<file path="src/rtl/gcd_operand_feeder.sv">
// Operand feeder for the iterative gcd core: FIFO of operand pairs, issue FSM,
// zero-operand bypass, RUN watchdog and a single-entry result register.
module gcd_operand_feeder #(
  parameter int WIDTH   = 32,
  parameter int DEPTH   = 4,
  parameter int TIMEOUT = 1024
) (
  input  logic                   clk,
  input  logic                   reset,
  input  logic                   in_valid,
  output logic                   in_ready,
  input  logic [WIDTH-1:0]       in_opa,
  input  logic [WIDTH-1:0]       in_opb,
  output logic [WIDTH-1:0]       opa,
  output logic [WIDTH-1:0]       opb,
  output logic                   start,
  input  logic                   core_done,
  input  logic [WIDTH-1:0]       core_result,
  output logic                   out_valid,
  input  logic                   out_ready,
  output logic [WIDTH-1:0]       out_result,
  output logic [WIDTH-1:0]       out_opa,
  output logic [WIDTH-1:0]       out_opb,
  output logic                   out_err,
  output logic [$clog2(DEPTH):0] count,
  output logic                   busy
);
  localparam int AW  = $clog2(DEPTH);
  localparam int CW  = AW + 1;
  localparam int WDW = (TIMEOUT > 1) ? $clog2(TIMEOUT) : 1;
  localparam logic [CW-1:0]  FULL    = CW'(DEPTH);
  localparam logic [WDW-1:0] WD_LAST = WDW'(TIMEOUT - 1);

  typedef struct packed {
    logic [WIDTH-1:0] a;
    logic [WIDTH-1:0] b;
  } pair_t;

  typedef enum logic [1:0] {IDLE, BYPASS, RUN, RELEASE} state_t;

  state_t           state;
  pair_t            mem [DEPTH-1:0];
  pair_t            head;
  logic [AW-1:0]    wr_ptr, rd_ptr;
  logic [WDW-1:0]   wdog;
  logic             push, pop, out_free;
  logic             wr_res, res_err;
  logic [WIDTH-1:0] res_val;

  assign in_ready = (count < FULL);
  assign push     = in_valid && in_ready;
  assign head     = mem[rd_ptr];
  assign out_free = !out_valid || out_ready;
  // Issue only when the result slot is free or draining, so a completion never stalls.
  assign pop      = (state == IDLE) && (count != '0) && out_free;
  assign busy     = (state != IDLE);

  always_ff @(posedge clk) begin
    if (push) mem[wr_ptr] <= '{a: in_opa, b: in_opb};
  end

  always_ff @(posedge clk) begin
    if (reset) begin
      wr_ptr <= '0;
      rd_ptr <= '0;
      count  <= '0;
    end else begin
      if (push) wr_ptr <= wr_ptr + 1'b1;
      if (pop)  rd_ptr <= rd_ptr + 1'b1;
      case ({push, pop})
        2'b10:   count <= count + 1'b1;
        2'b01:   count <= count - 1'b1;
        default: ;
      endcase
    end
  end

  // Result source: bypass value, core result, or forced timeout error.
  always_comb begin
    wr_res  = 1'b0;
    res_err = 1'b0;
    res_val = '0;
    case (state)
      BYPASS: begin
        wr_res  = 1'b1;
        res_val = (opa == '0) ? opb : opa;
      end
      RUN: begin
        if (core_done) begin
          wr_res  = 1'b1;
          res_val = core_result;
        end else if (wdog == WD_LAST) begin
          wr_res  = 1'b1;
          res_err = 1'b1;
        end
      end
      default: ;
    endcase
  end

  always_ff @(posedge clk) begin
    if (reset) begin
      state <= IDLE;
      start <= 1'b0;
      opa   <= '0;
      opb   <= '0;
      wdog  <= '0;
    end else begin
      case (state)
        IDLE: begin
          if (pop) begin
            opa <= head.a;
            opb <= head.b;
            if (head.a == '0 || head.b == '0) begin
              state <= BYPASS;
            end else begin
              start <= 1'b1;
              state <= RUN;
            end
          end
        end
        BYPASS: state <= IDLE;
        RUN: begin
          if (wr_res) begin
            start <= 1'b0;
            state <= RELEASE;
          end else begin
            wdog <= wdog + 1'b1;
          end
        end
        // One start-low cycle guarantees the core sees a fresh rising start.
        RELEASE: begin
          wdog  <= '0;
          state <= IDLE;
        end
        default: state <= IDLE;
      endcase
    end
  end

  always_ff @(posedge clk) begin
    if (reset) begin
      out_valid  <= 1'b0;
      out_result <= '0;
      out_opa    <= '0;
      out_opb    <= '0;
      out_err    <= 1'b0;
    end else if (wr_res) begin
      out_valid  <= 1'b1;
      out_result <= res_val;
      out_opa    <= opa;
      out_opb    <= opb;
      out_err    <= res_err;
    end else if (out_valid && out_ready) begin
      out_valid <= 1'b0;
    end
  end

endmodule
</file>
<file path="config.mk">
export PLATFORM = sky130hd
export DESIGN_NAME = gcd_operand_feeder
export DESIGN_NICKNAME = d
export VERILOG_FILES = /design/src/rtl/gcd_operand_feeder.sv
export SDC_FILE = /design/constraint.sdc
export NUM_CORES = 1
export LEC_CHECK = 0
export CORE_MARGIN = 2
export CORE_UTILIZATION = 35
export CTS_BUF_LIST = sky130_fd_sc_hd__clkbuf_8
export DETAILED_ROUTE_END_ITERATION = 12
export SYNTH_ARGS = -nofsm -noshare
export SYNTH_HDL_FRONTEND = slang
export SYNTH_SLANG_ARGS = --single-unit
</file>
<file path="constraint.sdc">
create_clock -name clk -period 4.9 [get_ports clk]
set_input_delay 0.49 -clock clk [delete_from_list [all_inputs] [get_ports clk]]
set_output_delay 0.49 -clock clk [all_outputs]
set_load 0.02 [all_outputs]
</file>
==> results.toml <==
[logic_synthesis]
yosys_register_bits = 440
synth-main-ff-cell = "edfxtp_1"
synth_top_cell_by_area = "edfxtp_1"
synth_mux_area_share_pct = 9.07
seq_area_frac_synth_pct = 68.2
synthSimpleGateAreaFrac_pct = 10.5
yosys_warnings = 0
synth_edf_count = 256
synth_top_family_by_area = "simple AND/OR/NAND/NOR gates"
syn-mean-instance-area_um2 = 13.3
synth_cell_types = 42
synth_nets = 1367
synth_xor_area_share_pct = 0.578
synthTopCellsByArea = "edfxtp_1 (46%), dfxtp_1 (22%), mux4_2 (6.1%), nand2_1 (6.0%), a21oi_1 (4.1%)"
async_flop_share_pct = 0
synth_compound_area_share_pct = 8.05
syn-instance-count = 1254
yosysTopAreaCellShare_pct = 46.1
netlist_area_um2 = 16700
yosys.area_share.adder_pct = 0.946

[drt]
drt-initial-drc-count = 1098
drtAntennaViolNets = 0
vias_per_cell = 5.08
drc = 0
firstDrtPassIters = 5
finalWirelength_mm = 46.5
vias = 11200
routedWlPerCell_um = 21.2

[global_routing]
grt_max_degree = 135
grtUsageTotal_pct = 18.6
grt_first_pass_wirelength_mm = 69.2
grt_overflow = 0
grt_util_met3_pct = 5.14
met2_usage_pct = 27.5
antenna_found_initial = 5
grt_pass1_vias = 11000
grt_util_met1_pct = 26.2
grt-busiest-layer = "met2"

[worst_setup_path]
path_class = "flop to flop"
cp.arrival_ns = 3.62
timing.critical_path.cells = "inv_1 > ha_1 > nand2_1 > o41ai_2 > and2_4 > o22ai_1 > o21ai_0 > a31oi_1"
worst_path_dominant_cell_family = "compound AO/OA/AOI/OAI gates"
cp_max_fo = 79
critical_path_buf_inv_count = 1
slowest_stage = "and2_4"
crit_required_ns = 5.36
critPathMaxStageDelay_ns = 0.81
crit_path_start_kind = "flop"
end_kind = "flop"

[placement]
place_area_um2 = 19900
place_congestion = 0.804
port_buffers = 268
hpwl_mm = 31.6

[run]
cap_violations = 0

[floorplan]
initial_utilization_pct = 35.7
die_area_um2 = 49400
die_y_um = 222
coreArea_um2 = 46800
rows = 79
die_w_um = 222
num_io_pins = 269

[clocking]
h-tree-depth = 3
clock_latency_ns = 0.62
clock_sinks = 440
post_cts_resized = 0
root_buffer = "clkbuf_8"
cts_setup_buffers = 0
cts_tree = "built"
postCtsHoldBufs = 0
cts-buffers-inserted = 73
clk_pin_slew_worst_paths_ns = 0.06
clock_path_buffers = 3

[timing]
fin_setup_tns_ns = 0
slew_violations = 0
hold_violations = 0
tightest_slew_ns = 1.11
max_freq_mhz = 316
setup_viol = 0
finalCritPeriodShare_pct = 64.6
max-slew-margin-rel_pct = 25.7
fin_worst_skew_ns = 0.0181
rsz0062_at_grt = "no"
fin_crit_ns = 3.16

[final_layout]
final_cell_mix = "clkdlybuf4s50_1 (267), nand2_1 (264), edfxtp_1 (256), dfxtp_1 (182), a21oi_1 (137)"
area_growth_pct = 27.6
num-nets-final = 1645
layout.core_utilization_pct = 45.5
finalInstanceArea_um2 = 21300
final_common_cell = "clkdlybuf4s50_1"
layout-drive-gt1-share_pct = 11.2

[hold_path]
hp-class = "flop to flop"

[pwr]
p_leak_nw = 7.27
peakVddDrop_mv = 0.298
power.density_nw_per_um2 = 561

[status]
status = "finished clean"
## worst reg2reg max path, delay by kind of cell, from the launching register on
kind,cells,cell delay (ns)
AO/OA/AOI/OAI,4,1.16
adder cells (fa/ha/maj),1,0.43
buffers and inverters,1,0.12
flip-flops,1,0.34
AND/OR/NAND/NOR,2,0.96
## logic make-up (layout without fill, tap and decap cells)
family                     Yosys count  count (layout)
and+or+nand+nor                    413             413
muxes                               64              64
adders and majority gates           12              12
buffers and inverters               97             430
AOI/OAI and AO/OA                  217             217
xor gates and xnor gates            11              11
DFF                                440             440
other                                0               2
## where the power goes
group / internal (mW) / switching, mW
clock network: 1.58 / 1.45
registers: 4.54 / 0.669
logic: 1.50 / 2.20
total: 7.62 / 4.32
## cells in the mapped netlist, types with 2 or more instances
library cell / number
nand2_1: 265
edfxtp_1: 256
dfxtp_1: 184
a21oi_1: 137
nor2_1: 58
clkbuf_1: 57
mux4_2: 45
a21o_1: 35
a221oi_1: 32
nor3_1: 32
nor4_1: 26
mux4_1: 19
buf_2: 17
inv_1: 15
ha_1: 11
nand4_1: 10
xor2_1: 7
buf_6: 6
and2_1: 5
xnor2_1: 4
and3_1: 3
nand3b_1: 3
o21ai_0: 3
a31oi_1: 2
a32oi_1: 2
nand2b_1: 2
nand3_1: 2
o41ai_2: 2
## metal layers
| layer | vias to the layer above | share of wire [%] |
|---|---|---|
| li1 | 5223 | - |
| met2 | 398 | 45 |
| met3 | 66 | 7.6 |
| met4 | 4 | 1.8 |
| met5 | - | 0.052 |
| met1 | 5464 | 46 |
## state kept, by name, indices dropped and copies added, names as in the netlist, named ones only
register,flops
out_valid,1
out_result,32
out_opa,32
out_err,1
wdog,10
state,2
count,3
opa,32
wr_ptr,2
rd_ptr,2
start,1
opb,32
mem,256
out_opb,32
## area by class of cell
class / instances / area (um^2)
Fill cell: 4223 / 25500
Sequential cell: 440 / 11400
Multi-Input combinational cell: 717 / 4880
Timing Repair Buffer: 285 / 2820
Clock buffer: 81 / 1110
Tap cell: 607 / 759
Clock inverter: 49 / 248
Inverter: 15 / 56.3
Antenna cell: 2 / 5.00
## path summary, 6_finish.rpt
kind                    start          end  slack, ns  cells past startpoint
setup / recovery     state[0]        start       1.74                      8
hold / removal    out_opb[12]  out_opb[12]       0.45                      2
setup reg to reg     state[0]        start       1.74                      8
hold reg to reg   out_opb[12]  out_opb[12]       0.45                      2
## stage by stage
stage / hold slack [ns] / cells / power [mW] / setup WS [ns]
6_report: 0.451 / 2196 / 11.9 / 1.74
2_1_floorplan: 0.471 / 1254 / 7.25 / 2.10
3_5_place_dp: 0.446 / 2064 / 9.01 / 1.73
4_1_cts: 0.443 / 2194 / 12.1 / 1.72
5_1_grt: 0.468 / 2195 / 12.6 / 1.46
3_3_place_gp: 0.442 / 2064 / 8.98 / 1.80
(Power assumes the default switching activity.)
